[src/rtl/graphics_pkg.sv]
// graphics_pkg: shared VGA timing defaults, pixel format and colour expansion for the scanout path.
//   VGA_*           default 640x480@60 timing (pixel clocks / lines) and framebuffer geometry
//   COUNT_W         width of the horizontal/vertical position counters
//   pixel_rgb332    framebuffer byte layout RRRGGGBB
//   scan_flags      per-pixel status carried alongside the colour through the read pipeline
//   Rgb332ToRgb888  replicates each field's MSBs to fill 8 bits, so full-scale maps to 8'hFF
package graphics_pkg;
    localparam int VGA_H_VISIBLE = 640;
    localparam int VGA_H_FRONT = 16;
    localparam int VGA_H_SYNC = 96;
    localparam int VGA_H_BACK = 48;
    localparam int VGA_V_VISIBLE = 480;
    localparam int VGA_V_FRONT = 10;
    localparam int VGA_V_SYNC = 2;
    localparam int VGA_V_BACK = 33;
    localparam int VGA_H_TOTAL = VGA_H_VISIBLE + VGA_H_FRONT + VGA_H_SYNC + VGA_H_BACK;
    localparam int VGA_V_TOTAL = VGA_V_VISIBLE + VGA_V_FRONT + VGA_V_SYNC + VGA_V_BACK;
    localparam int VGA_H_SYNC_START = VGA_H_VISIBLE + VGA_H_FRONT;
    localparam int VGA_H_SYNC_END = VGA_H_SYNC_START + VGA_H_SYNC;
    localparam int VGA_V_SYNC_START = VGA_V_VISIBLE + VGA_V_FRONT;
    localparam int VGA_V_SYNC_END = VGA_V_SYNC_START + VGA_V_SYNC;
    localparam int VGA_SCALE_SHIFT = 1;
    localparam int VGA_FB_WIDTH = VGA_H_VISIBLE >> VGA_SCALE_SHIFT;
    localparam logic [31:0] VGA_FB_BASE = 32'h0;
    localparam int COUNT_W = 12;

    typedef struct packed {
        logic [2:0] r;
        logic [2:0] g;
        logic [1:0] b;
    } pixel_rgb332;

    typedef struct packed {
        logic visible;
        logic hSync;
        logic vSync;
        logic vBlank;
        logic frameStart;
    } scan_flags;

    localparam scan_flags FLAGS_RESET = '{visible: 1'b0, hSync: 1'b1, vSync: 1'b1, vBlank: 1'b0, frameStart: 1'b0};

    function automatic logic [23:0] Rgb332ToRgb888(input pixel_rgb332 p);
        return {p.r, p.r, p.r[2:1], p.g, p.g, p.g[2:1], {4{p.b}}};
    endfunction
endpackage

[src/rtl/vga_timing.sv]
// vga_timing: free-running raster position counters and raw (undelayed) timing flags.
//   Clock, Reset         pixel clock, asynchronous active-high reset
//   HCount, VCount       current raster position (stage 0)
//   Visible              position lies inside the active picture
//   HSyncRaw, VSyncRaw   active-low sync for the current position
//   LineEnd, FrameEnd    last pixel of a line / of a frame
module vga_timing
    import graphics_pkg::*;
#(
    parameter int H_VISIBLE = VGA_H_VISIBLE,
    parameter int H_FRONT = VGA_H_FRONT,
    parameter int H_SYNC = VGA_H_SYNC,
    parameter int H_BACK = VGA_H_BACK,
    parameter int V_VISIBLE = VGA_V_VISIBLE,
    parameter int V_FRONT = VGA_V_FRONT,
    parameter int V_SYNC = VGA_V_SYNC,
    parameter int V_BACK = VGA_V_BACK
) (
    input  logic               Clock,
    input  logic               Reset,
    output logic [COUNT_W-1:0] HCount,
    output logic [COUNT_W-1:0] VCount,
    output logic               Visible,
    output logic               HSyncRaw,
    output logic               VSyncRaw,
    output logic               LineEnd,
    output logic               FrameEnd
);
    localparam int H_TOTAL = H_VISIBLE + H_FRONT + H_SYNC + H_BACK;
    localparam int V_TOTAL = V_VISIBLE + V_FRONT + V_SYNC + V_BACK;
    localparam int H_SYNC_START = H_VISIBLE + H_FRONT;
    localparam int V_SYNC_START = V_VISIBLE + V_FRONT;

    assign LineEnd = HCount == COUNT_W'(H_TOTAL - 1);
    assign FrameEnd = LineEnd && VCount == COUNT_W'(V_TOTAL - 1);
    assign Visible = HCount < COUNT_W'(H_VISIBLE) && VCount < COUNT_W'(V_VISIBLE);
    assign HSyncRaw = !(HCount >= COUNT_W'(H_SYNC_START) && HCount < COUNT_W'(H_SYNC_START + H_SYNC));
    assign VSyncRaw = !(VCount >= COUNT_W'(V_SYNC_START) && VCount < COUNT_W'(V_SYNC_START + V_SYNC));

    always_ff @(posedge Clock or posedge Reset) begin
        if (Reset) begin
            HCount <= '0;
            VCount <= '0;
        end else begin
            HCount <= LineEnd ? '0 : HCount + 1'b1;
            if (LineEnd)
                VCount <= FrameEnd ? '0 : VCount + 1'b1;
        end
    end
endmodule

[src/rtl/graphics_scanout.sv]
// graphics_scanout: framebuffer read side; generates VGA timing, fetches scaled pixels and expands RGB332.
//   Clock, Reset              pixel clock, asynchronous active-high reset
//   GPUAddress                byte address of the pixel at the current raster position
//   GPUData                   byte returned for the previous cycle's GPUAddress
//   Red, Green, Blue          8-bit colour, zero outside the visible area
//   HSync, VSync              active-low sync
//   DisplayEnable             output pixel lies in the visible area
//   FrameStart                one-cycle pulse with output pixel (0,0)
//   VBlank                    output line is below the visible area
// Every output is two clocks behind the address that fetched its pixel.
module graphics_scanout
    import graphics_pkg::*;
#(
    parameter int H_VISIBLE = VGA_H_VISIBLE,
    parameter int H_FRONT = VGA_H_FRONT,
    parameter int H_SYNC = VGA_H_SYNC,
    parameter int H_BACK = VGA_H_BACK,
    parameter int V_VISIBLE = VGA_V_VISIBLE,
    parameter int V_FRONT = VGA_V_FRONT,
    parameter int V_SYNC = VGA_V_SYNC,
    parameter int V_BACK = VGA_V_BACK,
    parameter int SCALE_SHIFT = VGA_SCALE_SHIFT,
    parameter int FB_WIDTH = H_VISIBLE >> SCALE_SHIFT,
    parameter logic [31:0] FB_BASE = VGA_FB_BASE
) (
    input  logic        Clock,
    input  logic        Reset,
    output logic [31:0] GPUAddress,
    input  logic [7:0]  GPUData,
    output logic [7:0]  Red,
    output logic [7:0]  Green,
    output logic [7:0]  Blue,
    output logic        HSync,
    output logic        VSync,
    output logic        DisplayEnable,
    output logic        FrameStart,
    output logic        VBlank
);
    logic [COUNT_W-1:0] hCount, vCount, nextLine;
    logic               visible, hSyncRaw, vSyncRaw, lineEnd, frameEnd, rowAdvance;
    logic [31:0]        rowBase;
    logic [23:0]        rgb;
    scan_flags          flags0, flags1, flags2;

    vga_timing #(
        .H_VISIBLE(H_VISIBLE), .H_FRONT(H_FRONT), .H_SYNC(H_SYNC), .H_BACK(H_BACK),
        .V_VISIBLE(V_VISIBLE), .V_FRONT(V_FRONT), .V_SYNC(V_SYNC), .V_BACK(V_BACK)
    ) timing (
        .Clock(Clock), .Reset(Reset), .HCount(hCount), .VCount(vCount), .Visible(visible),
        .HSyncRaw(hSyncRaw), .VSyncRaw(vSyncRaw), .LineEnd(lineEnd), .FrameEnd(frameEnd)
    );

    // A framebuffer row is reused for 2^SCALE_SHIFT screen lines, so the row base only
    // steps by the stride when the next line begins a new framebuffer row.
    assign nextLine = vCount + 1'b1;
    assign rowAdvance = (nextLine & COUNT_W'((1 << SCALE_SHIFT) - 1)) == '0 && nextLine < COUNT_W'(V_VISIBLE);
    assign GPUAddress = visible ? rowBase + 32'(hCount >> SCALE_SHIFT) : rowBase;

    always_ff @(posedge Clock or posedge Reset) begin
        if (Reset)
            rowBase <= FB_BASE;
        else if (frameEnd)
            rowBase <= FB_BASE;
        else if (lineEnd && rowAdvance)
            rowBase <= rowBase + 32'(FB_WIDTH);
    end

    assign flags0 = '{
        visible: visible,
        hSync: hSyncRaw,
        vSync: vSyncRaw,
        vBlank: vCount >= COUNT_W'(V_VISIBLE),
        frameStart: hCount == '0 && vCount == '0
    };

    // flags1 lines up with GPUData; flags2 lines up with the registered colour.
    always_ff @(posedge Clock or posedge Reset) begin
        if (Reset) begin
            flags1 <= FLAGS_RESET;
            flags2 <= FLAGS_RESET;
            rgb <= '0;
        end else begin
            flags1 <= flags0;
            flags2 <= flags1;
            rgb <= flags1.visible ? Rgb332ToRgb888(pixel_rgb332'(GPUData)) : '0;
        end
    end

    assign {Red, Green, Blue} = rgb;
    assign DisplayEnable = flags2.visible;
    assign HSync = flags2.hSync;
    assign VSync = flags2.vSync;
    assign VBlank = flags2.vBlank;
    assign FrameStart = flags2.frameStart;
endmodule
[config.mk]
export PLATFORM = sky130hd
export DESIGN_NAME = graphics_scanout
export DESIGN_NICKNAME = d
export VERILOG_FILES = /design/src/rtl/graphics_pkg.sv /design/src/rtl/vga_timing.sv /design/src/rtl/graphics_scanout.sv
export SDC_FILE = /design/constraint.sdc
export NUM_CORES = 1
export LEC_CHECK = 0
export ABC_AREA = 1
export BUFFER_PORTS_ARGS = -buffer_cell sky130_fd_sc_hd__buf_2
export CAP_MARGIN = 30
export CORE_AREA = 2 2 91 93
export CTS_BUF_LIST = sky130_fd_sc_hd__clkbuf_4
export CTS_CLUSTER_SIZE = 14
export DETAILED_ROUTE_END_ITERATION = 10
export DIE_AREA = 0 0 93 95
export PLACE_DENSITY_LB_ADDON = 0.25
export SLEW_MARGIN = 20
export SYNTH_ARGS = -nofsm -noshare
export SYNTH_HDL_FRONTEND = slang
export SYNTH_SLANG_ARGS = --single-unit
[constraint.sdc]
create_clock -name Clock -period 3 [get_ports Clock]
set_input_delay 0.3 -clock Clock [delete_from_list [all_inputs] [get_ports Clock]]
set_output_delay 0.3 -clock Clock [all_outputs]
set_load 0.02 [all_outputs]
==> metrics.txt, run 1 <==
# TYPE chip_impl_metric gauge
chip_impl_info{name="run_status",value="completed"} 1
chip_impl_metric{name="initial_core_util",unit=""} 0.583
chip_impl_metric{name="route.antenna.remaining_nets",unit=""} 0
chip_impl_metric{name="clkLatencyLatePin",unit="ps"} 420
chip_impl_info{name="worst_setup_path_start_kind",value="register"} 1
chip_impl_metric{name="powerDensity",unit="nW/um^2"} 328
chip_impl_metric{name="synth_largest_type_area_fraction",unit=""} 0.347
chip_impl_metric{name="yosysWarnings",unit=""} 0
chip_impl_metric{name="timing.slew.headroom",unit=""} 0.606
chip_impl_metric{name="routed_via_density",unit=""} 5.21
chip_impl_metric{name="syn2layout_area_growth",unit="%"} 11.3
chip_impl_metric{name="max_cap_violations",unit=""} 0
chip_impl_metric{name="clock_path_buffers",unit=""} 2
chip_impl_metric{name="worst-slew-pin-transition",unit="ps"} 590
chip_impl_metric{name="critical_path.n_buffers_inverters",unit=""} 3
chip_impl_metric{name="die_y",unit="um"} 95
chip_impl_info{name="path_class",value="reg2out"} 1
chip_impl_info{name="top_count_cell_post_synth",value="sky130_fd_sc_hd__nand2_1"} 1
chip_impl_metric{name="layoutNonFillerInstCount",unit=""} 842
chip_impl_info{name="ys_dominant_reg_cell",value="sky130_fd_sc_hd__dfrtp_1"} 1
chip_impl_metric{name="die_width",unit="um"} 93
chip_impl_metric{name="power.total",unit="mW"} 1.69
chip_impl_metric{name="firstDrtPassIters",unit=""} 5
chip_impl_metric{name="floorplan.die_area",unit="um^2"} 8840
chip_impl_metric{name="synthesis.nets",unit=""} 696
chip_impl_metric{name="timing.final.crit_share",unit=""} 0.952
chip_impl_metric{name="cts_sinks",unit=""} 68
chip_impl_metric{name="routed_wl",unit="mm"} 10.9
chip_impl_info{name="holdCritStartpoint",value="GPUData[5]"} 1
chip_impl_metric{name="synth-async-reset-ratio",unit=""} 1.00
chip_impl_metric{name="endpoints_failing_setup",unit=""} 0
chip_impl_metric{name="critical_path_arrival",unit="ps"} 2560
chip_impl_metric{name="power.ir.vdd_worst",unit="uV"} 196
chip_impl_info{name="worstHoldPathType",value="in2reg"} 1
chip_impl_metric{name="std_cell_rows",unit=""} 33
chip_impl_metric{name="io_buffers",unit=""} 70
chip_impl_metric{name="synth.lib_cells_used.distinct",unit=""} 34
chip_impl_metric{name="final.hold.worst_slack",unit="ps"} 62.7
chip_impl_metric{name="detailedPlace.worstSlack",unit="ps"} 524
chip_impl_metric{name="grt_start_max_net_pins",unit=""} 51
chip_impl_info{name="cts_root_buf",value="sky130_fd_sc_hd__clkbuf_4"} 1
chip_impl_metric{name="fin_crit",unit="ps"} 2860
chip_impl_info{name="cpMaxStageDelayCell",value="sky130_fd_sc_hd__dfrtp_1"} 1
chip_impl_metric{name="cp_max_fo",unit=""} 6
chip_impl_metric{name="fmax",unit="GHz"} 0.350
chip_impl_metric{name="worst-endpoint-required",unit="ps"} 2700
chip_impl_metric{name="grt_pass1_vias",unit=""} 4166
chip_impl_metric{name="remaining_drc_errors",unit=""} 0
chip_impl_info{name="grt_setup_unrepaired",value="no"} 1
chip_impl_metric{name="setup.reg_to_reg.worst_slack",unit="ps"} 650
chip_impl_metric{name="antenna_cells_inserted",unit=""} 0
chip_impl_metric{name="num_vias",unit=""} 4391
chip_impl_metric{name="wire_per_inst",unit="um"} 12.9
chip_impl_metric{name="gpl.final_weighted_congestion",unit=""} 0.919
chip_impl_info{name="crit_chain",value="ha_1, nand2_1, inv_1, nand4_1, o211ai_1, nand2_1, nor2_1, nand2_1, nand2_1, nand2_1, inv_1, buf_2"} 1
chip_impl_metric{name="detailedRoute.firstIterationViolations",unit=""} 336
chip_impl_info{name="cp-startpoint",value="rowBase[10]"} 1
chip_impl_info{name="netlist.top_cell.by_area",value="sky130_fd_sc_hd__dfrtp_1"} 1
chip_impl_metric{name="yosys_register_bits",unit=""} 68
chip_impl_metric{name="synth-edff-count",unit=""} 0
chip_impl_metric{name="clkSlewWorstSetupHoldPaths",unit="ps"} 120
chip_impl_metric{name="netlist_instances",unit=""} 676
chip_impl_metric{name="finalInstanceArea",unit="um^2"} 5140
chip_impl_info{name="critical-path-top-delay-family",value="simple AND/OR/NAND/NOR gates"} 1
chip_impl_info{name="netlist_top_cells_area",value="sky130_fd_sc_hd__dfrtp_1 35%, sky130_fd_sc_hd__nand2_1 13%, sky130_fd_sc_hd__inv_1 11%"} 1
chip_impl_metric{name="cts_made_buffers",unit=""} 9
chip_impl_metric{name="timing_max_transition_violations_final",unit=""} 0
chip_impl_metric{name="global_route.overflow_total",unit=""} 0
chip_impl_metric{name="totalNegativeSetupSlack",unit="ps"} 0
chip_impl_metric{name="dpl_cells",unit=""} 825
chip_impl_metric{name="io-pin-count",unit=""} 71
chip_impl_metric{name="layout_setup_ws",unit="ps"} 143
chip_impl_metric{name="post_route_cells_drive_above_1_share",unit=""} 0.157
chip_impl_metric{name="dpl_cell_area",unit="um^2"} 4950
chip_impl_metric{name="grt_util_all_layers",unit=""} 0.264
chip_impl_info{name="crit_path_end_kind",value="output port"} 1
chip_impl_info{name="crit_path_frequent_cell",value="sky130_fd_sc_hd__nand2_1"} 1
chip_impl_metric{name="synth_sequential_area_ratio",unit=""} 0.369
chip_impl_metric{name="grt_pass1_wl",unit="mm"} 18.7
chip_impl_metric{name="netlist_area",unit="um^2"} 4620
chip_impl_metric{name="postLayoutCoreUtil",unit=""} 0.649
chip_impl_metric{name="core_area",unit="um^2"} 7930
chip_impl_metric{name="htree_levels",unit=""} 3
chip_impl_metric{name="leakage_power",unit="nW"} 2.81
chip_impl_info{name="synthTopCellsByCount",value="159 x sky130_fd_sc_hd__nand2_1, 132 x sky130_fd_sc_hd__inv_1, 80 x sky130_fd_sc_hd__nor2_1"} 1
chip_impl_metric{name="number_of_antenna_violations_at_the_first_check_in_global_routing",unit=""} 0
chip_impl_metric{name="design.final.nets",unit=""} 752
chip_impl_metric{name="delay_of_the_slowest_cell_on_the_worst_path",unit="ps"} 460
chip_impl_info{name="critical_path.reg2reg.startpoint",value="timing.VCount[1]"} 1
chip_impl_metric{name="syn-mean-instance-area",unit="um^2"} 6.83
chip_impl_metric{name="final_hpwl_dp",unit="mm"} 7.84
chip_impl_info{name="cts_tree",value="done"} 1
chip_impl_metric{name="clock_skew",unit="ps"} 12.4
chip_impl_metric{name="hold_viol",unit=""} 0
chip_impl_metric{name="cts_setup_buffers",unit=""} 0
[path summary, 6_finish.rpt]
| path | cells after the start | to |
|---|---|---|
| max | 12 | GPUAddress[24] |
| max in group asynchronous | 4 | VSync |
| min in group asynchronous | 3 | rgb[21] |
| min reg2reg | 0 | VSync |
| min | 3 | rgb[21] |
| max reg2reg | 11 | rowBase[6] |
[placed cells by master (no fill, tap or decap), drive strengths merged]
master       netlist  final
a21o               1      1
a21oi             12     12
a31oi              1      1
and3               1      1
buf               26     75
bufinv             0      2
clkbuf             5     10
clkinv             0      2
clkinvlp           0      2
dfrtp             64     64
dfstp              4      4
dlygate4sd3        0      1
ha                10     10
inv              136    136
nand2            160    160
nand3             47     47
nand4             42     42
nor2              89     89
nor3              22     22
nor3b              1      1
nor4               5      5
o211ai             1      1
o21a               1      1
o21ai             20     20
o21bai             2      2
o22ai              3      3
or2                1      1
xor2              22     22
[per-layer routing]
metal,wire length [um],up-vias,track usage
li1,-,2220,-
met1,4810,2022,0.334
met2,5380,128,0.459
met3,493,21,0.0399
met4,180,0,0.0980
met5,0,-,0
[worst reg2reg max path: stages, from the launching register on]
cell                      delay (ps)
sky130_fd_sc_hd__dfrtp_1         440
sky130_fd_sc_hd__ha_1            190
sky130_fd_sc_hd__nand3_1         150
sky130_fd_sc_hd__nor2_1          210
sky130_fd_sc_hd__nand2_1          70
sky130_fd_sc_hd__nand2_1          90
sky130_fd_sc_hd__nor2_1           50
sky130_fd_sc_hd__nand2_1         440
sky130_fd_sc_hd__buf_12          270
sky130_fd_sc_hd__nand2_1         130
sky130_fd_sc_hd__o21ai_1         170
sky130_fd_sc_hd__nor2_1           50
[what timing repair did]
item                                   CTS  global route
endpoints found under the hold margin   21             0
hold buffers                             1             0
gates resized for setup                  0             5
setup endpoints to repair                0            10
[power breakdown]
part           switching [mW]  internal (mW)
clock                   0.346          0.347
sequential            0.00304          0.922
combinational          0.0495         0.0207
[sequential cells by signal (all words and copies together) (netlist names)]
register,cells
HSync,1
rgb,8
FrameStart,1
DisplayEnable,1
VBlank,1
VSync,1
rowBase,26
timing.HCount,12
flags1,5
timing.VCount,12
[cell families (layout without fill, tap and decap cells)]
group                    Yosys count  in the layout  share of synthesized area
XOR/XNOR                          22             22                     0.0417
adder cells (fa/ha/maj)           10             10                     0.0271
AND/OR/NAND/NOR                  368            368                      0.358
AO/OA/AOI/OAI                     41             41                     0.0482
flip-flops                        68             68                      0.369
buffers and inverters            167            228                      0.156
[area by class of cell]
type / count / area (um^2)
clock buffers: 10 / 75.1
clock inverters: 6 / 88.8
fillers: 727 / 2790
inverters: 136 / 510
multi-input cells: 441 / 2210
flip-flops and latches: 68 / 1710
well taps: 105 / 131
repair buffers: 76 / 423
No activity file was read; power rests on OpenSTA's default activity.
==> run 2: changes to the inputs <==
--- a/config.mk
+++ b/config.mk
@@ -5,14 +5,13 @@
 export SDC_FILE = /design/constraint.sdc
 export NUM_CORES = 1
 export LEC_CHECK = 0
-export ABC_AREA = 1
 export BUFFER_PORTS_ARGS = -buffer_cell sky130_fd_sc_hd__buf_2
 export CAP_MARGIN = 30
-export CORE_AREA = 2 2 91 93
+export CORE_AREA = 2 2 85 87
 export CTS_BUF_LIST = sky130_fd_sc_hd__clkbuf_4
 export CTS_CLUSTER_SIZE = 14
 export DETAILED_ROUTE_END_ITERATION = 10
-export DIE_AREA = 0 0 93 95
+export DIE_AREA = 0 0 87 89
 export PLACE_DENSITY_LB_ADDON = 0.25
 export SLEW_MARGIN = 20
 export SYNTH_ARGS = -nofsm -noshare
==> run 2 against run 1 <==
Net effect: clock skew is 8.9 ps higher; flip-flop and latch count did not move; highest routed layer unchanged; critical path type is now reg2reg; clock power shrank 3.2%; via count is 21% lower; area after synthesis shrank 13%; cell area fell by 11%.
==> metrics.txt, run 2 <==
# TYPE chip_impl_metric gauge
chip_impl_info{name="run_status",value="completed"} 1
chip_impl_metric{name="powerDensity",unit="nW/um^2"} 363
chip_impl_metric{name="synth.lib_cells_used.distinct",unit=""} 49
chip_impl_metric{name="cts_sinks",unit=""} 68
chip_impl_metric{name="layoutNonFillerInstCount",unit=""} 583
chip_impl_metric{name="synth_largest_type_area_fraction",unit=""} 0.397
chip_impl_metric{name="synthesis.nets",unit=""} 460
chip_impl_metric{name="hold_viol",unit=""} 0
chip_impl_metric{name="antenna_cells_inserted",unit=""} 0
chip_impl_metric{name="num-fill-cells",unit=""} 525
chip_impl_metric{name="global_route.overflow_total",unit=""} 0
chip_impl_info{name="cts_root_buf",value="sky130_fd_sc_hd__clkbuf_4"} 1
chip_impl_metric{name="final.hold.worst_slack",unit="ps"} 87.1
chip_impl_info{name="synthTopCellsByCount",value="64 x sky130_fd_sc_hd__dfrtp_1, 39 x sky130_fd_sc_hd__nand2_1, 27 x sky130_fd_sc_hd__nor2_1"} 1
chip_impl_metric{name="synth_sequential_area_ratio",unit=""} 0.423
chip_impl_metric{name="grt_start_max_net_pins",unit=""} 50
chip_impl_metric{name="clock_skew",unit="ps"} 21.3
chip_impl_metric{name="layout_setup_ws",unit="ps"} 135
chip_impl_metric{name="firstDrtPassIters",unit=""} 5
chip_impl_metric{name="worst-endpoint-required",unit="ps"} 3320
chip_impl_metric{name="yosysWarnings",unit=""} 0
chip_impl_metric{name="r2r.worst_path.cells",unit=""} 7
chip_impl_metric{name="worst-slew-pin-transition",unit="ps"} 851
chip_impl_info{name="synth_top_family_by_area",value="simple AND/OR/NAND/NOR gates"} 1
chip_impl_metric{name="wire_length_on_met1",unit="mm"} 4.08
chip_impl_metric{name="grt_pass1_wl",unit="mm"} 14.8
chip_impl_metric{name="io_buffers",unit=""} 70
chip_impl_info{name="top_register",value="rowBase"} 1
chip_impl_metric{name="routed_wl",unit="mm"} 9.07
chip_impl_metric{name="netlist_area",unit="um^2"} 4030
chip_impl_metric{name="detailedPlace.worstSlack",unit="ps"} 152
chip_impl_metric{name="fin_crit",unit="ps"} 2870
chip_impl_metric{name="wl_met2",unit="mm"} 4.41
chip_impl_metric{name="power.ir.vdd_worst",unit="uV"} 187
chip_impl_metric{name="yosys.area_share.simple",unit=""} 0.254
chip_impl_metric{name="leakage_power",unit="nW"} 2.12
chip_impl_metric{name="core_area",unit="um^2"} 6720
chip_impl_info{name="crit_path_end_kind",value="register"} 1
chip_impl_metric{name="syn2layout_area_growth",unit="%"} 13.7
chip_impl_metric{name="clkSlewWorstSetupHoldPaths",unit="ps"} 120
chip_impl_metric{name="cp_max_fo",unit=""} 24
chip_impl_metric{name="muxShareOfSynthArea",unit=""} 0.00745
chip_impl_metric{name="multi_input_area",unit="um^2"} 2110
chip_impl_metric{name="clkLatencyLatePin",unit="ps"} 420
chip_impl_info{name="top_count_cell_post_synth",value="sky130_fd_sc_hd__dfrtp_1"} 1
chip_impl_metric{name="remaining_drc_errors",unit=""} 0
chip_impl_metric{name="register_area",unit="um^2"} 1710
chip_impl_metric{name="synth-edff-count",unit=""} 0
chip_impl_metric{name="netlist_instances",unit=""} 440
chip_impl_info{name="grt_setup_unrepaired",value="no"} 1
chip_impl_metric{name="io-pin-count",unit=""} 71
chip_impl_metric{name="clock_path_buffers",unit=""} 2
chip_impl_info{name="netlist_top_cells_area",value="sky130_fd_sc_hd__dfrtp_1 40%, sky130_fd_sc_hd__xnor2_1 5.0%, sky130_fd_sc_hd__xor2_1 3.9%"} 1
chip_impl_info{name="cts_tree",value="done"} 1
chip_impl_metric{name="final_hpwl_dp",unit="mm"} 6.19
chip_impl_info{name="worstHoldPathType",value="in2reg"} 1
chip_impl_metric{name="syn-mean-instance-area",unit="um^2"} 9.16
chip_impl_metric{name="grt_pass1_vias",unit=""} 3144
chip_impl_metric{name="timing.slew.headroom",unit=""} 0.427
chip_impl_info{name="worst_setup_path_start_kind",value="register"} 1
chip_impl_metric{name="endpoints_failing_setup",unit=""} 0
chip_impl_metric{name="std_cell_rows",unit=""} 30
chip_impl_metric{name="fmax",unit="GHz"} 0.349
chip_impl_metric{name="synth-async-reset-ratio",unit=""} 1.00
chip_impl_metric{name="dpl_cells",unit=""} 563
chip_impl_metric{name="cts_made_buffers",unit=""} 9
chip_impl_metric{name="routed_via_density",unit=""} 5.96
chip_impl_metric{name="yosys_register_bits",unit=""} 68
chip_impl_metric{name="totalNegativeSetupSlack",unit="ps"} 0
chip_impl_metric{name="max_cap_violations",unit=""} 0
chip_impl_metric{name="num_vias",unit=""} 3473
chip_impl_info{name="path_class",value="reg2reg"} 1
chip_impl_metric{name="post_route_cells_drive_above_1_share",unit=""} 0.237
chip_impl_metric{name="postLayoutCoreUtil",unit=""} 0.682
chip_impl_info{name="largestRegisters",value="rowBase (26), timing.HCount (12), timing.VCount (12)"} 1
chip_impl_metric{name="wire_per_inst",unit="um"} 15.5
chip_impl_metric{name="floorplan.die_area",unit="um^2"} 7740
chip_impl_info{name="most_frequent_standard_cell_in_the_layout_excluding_fill_and_tap_cells",value="sky130_fd_sc_hd__buf_2"} 1
chip_impl_metric{name="synth_compound_area_frac",unit=""} 0.131
chip_impl_metric{name="post_synth_xor_area_fraction",unit=""} 0.0891
chip_impl_metric{name="die_y",unit="um"} 89
chip_impl_metric{name="initial_core_util",unit=""} 0.600
chip_impl_info{name="ys_dominant_reg_cell",value="sky130_fd_sc_hd__dfrtp_1"} 1
chip_impl_metric{name="hold_path_depth",unit=""} 2
chip_impl_metric{name="critical_path_arrival",unit="ps"} 3190
chip_impl_metric{name="gpl.final_weighted_congestion",unit=""} 0.882
chip_impl_metric{name="htree_levels",unit=""} 3
chip_impl_metric{name="yosys.area_share.adder",unit=""} 0.0310
chip_impl_metric{name="wl_met3",unit="um"} 392
chip_impl_info{name="uppermost_routed_layer",value="met4"} 1
chip_impl_info{name="netlist.top_cell.by_area",value="sky130_fd_sc_hd__dfrtp_1"} 1
chip_impl_metric{name="timing_max_transition_violations_final",unit=""} 0
chip_impl_metric{name="route.antenna.remaining_nets",unit=""} 0
chip_impl_info{name="layout.cells.most_common_list",value="70 x sky130_fd_sc_hd__buf_2, 63 x sky130_fd_sc_hd__dfrtp_1, 39 x sky130_fd_sc_hd__nand2_1, 27 x sky130_fd_sc_hd__nor2_1, 25 x sky130_fd_sc_hd__o21ai_0"} 1
chip_impl_metric{name="timing.final.crit_share",unit=""} 0.955
chip_impl_metric{name="largest_register_ffs",unit=""} 26
chip_impl_metric{name="design.final.nets",unit=""} 518
chip_impl_metric{name="grt_util_all_layers",unit=""} 0.243
chip_impl_metric{name="number_of_antenna_violations_at_the_first_check_in_global_routing",unit=""} 0
chip_impl_metric{name="detailedRoute.firstIterationViolations",unit=""} 249
chip_impl_metric{name="die_width",unit="um"} 87
-- run 2: cell types whose count changed after synthesis, moves of 17 or more --
cell / change
sky130_fd_sc_hd__nand3_1: -26
sky130_fd_sc_hd__inv_1: -123
sky130_fd_sc_hd__nand2_1: -120
sky130_fd_sc_hd__and2_1: +17
sky130_fd_sc_hd__xnor2_1: +23
sky130_fd_sc_hd__nor2_1: -53
sky130_fd_sc_hd__nand4_1: -28
-- run 2: report_power, final --
group          internal, mW  switching, mW  leakage (nW)  total, mW
Sequential            0.922        0.00313         0.891      0.925
Clock                 0.341          0.330        0.0876      0.671
Combinational        0.0205         0.0478          1.14     0.0683
Total                  1.28          0.381          2.12       1.66
-- run 2: path summary, 6_finish.rpt --
check / from / endpoint / slack [ps]
max: timing.VCount[1] / rowBase[9] / 130
min: GPUData[7] / rgb[20] / 90
max reg2reg: timing.VCount[1] / rowBase[9] / 130
min reg2reg: flags1[1] / VBlank / 360
max in group asynchronous: Reset / flags1[2] / 1750
min in group asynchronous: Reset / rowBase[20] / 450
-- run 2: metrics by stage --
step                power [mW]  area, um^2
floorplan                0.998        4030
detailed placement        1.01        4360
CTS                       1.68        4540
global placement          1.01        4360
finish                    1.66        4580
global route              1.72        4580
-- run 2: cell families (layout without fill, tap and decap cells) --
family / after synthesis / after routing
AOI/OAI and AO/OA: 85 / 85
xor gates and xnor gates: 41 / 41
adders and majority gates: 10 / 10
buffers and inverters: 50 / 112
DFF: 68 / 68
muxes: 3 / 3
and+or+nand+nor: 183 / 184
-- run 2: layout make-up --
cell class,instances,share of cell area
clock inverter,6,0.0172
clock buffer,10,0.0164
timing repair buffer,86,0.103
tap,80,0.0218
sequential,68,0.373
inverter,10,0.00819
multi-input combinational,323,0.461
-- run 2: routing by layer --
metal	up-vias	track usage
met1	1659	0.320
met5	-	0
met4	0	0.0980
li1	1681	-
met2	108	0.405
met3	25	0.0360
-- run 2: worst max-delay path: stages, from the launching register on --
cell	delay (ps)
sky130_fd_sc_hd__dfrtp_1	440
sky130_fd_sc_hd__ha_1	270
sky130_fd_sc_hd__and4_1	290
sky130_fd_sc_hd__xor2_1	160
sky130_fd_sc_hd__o2bb2ai_1	170
sky130_fd_sc_hd__or4_2	970
sky130_fd_sc_hd__o21a_1	290
sky130_fd_sc_hd__o21a_1	180
-- run 2: timing repair --
action                                 4_1_cts  5_1_grt
endpoints found under the hold margin       23        0
setup endpoints to repair                    7       15
hold buffers                                 1        0
pin swaps                                    0        0
resized for setup                            4        4
setup buffers                                0        2
gates cloned                                 0        1
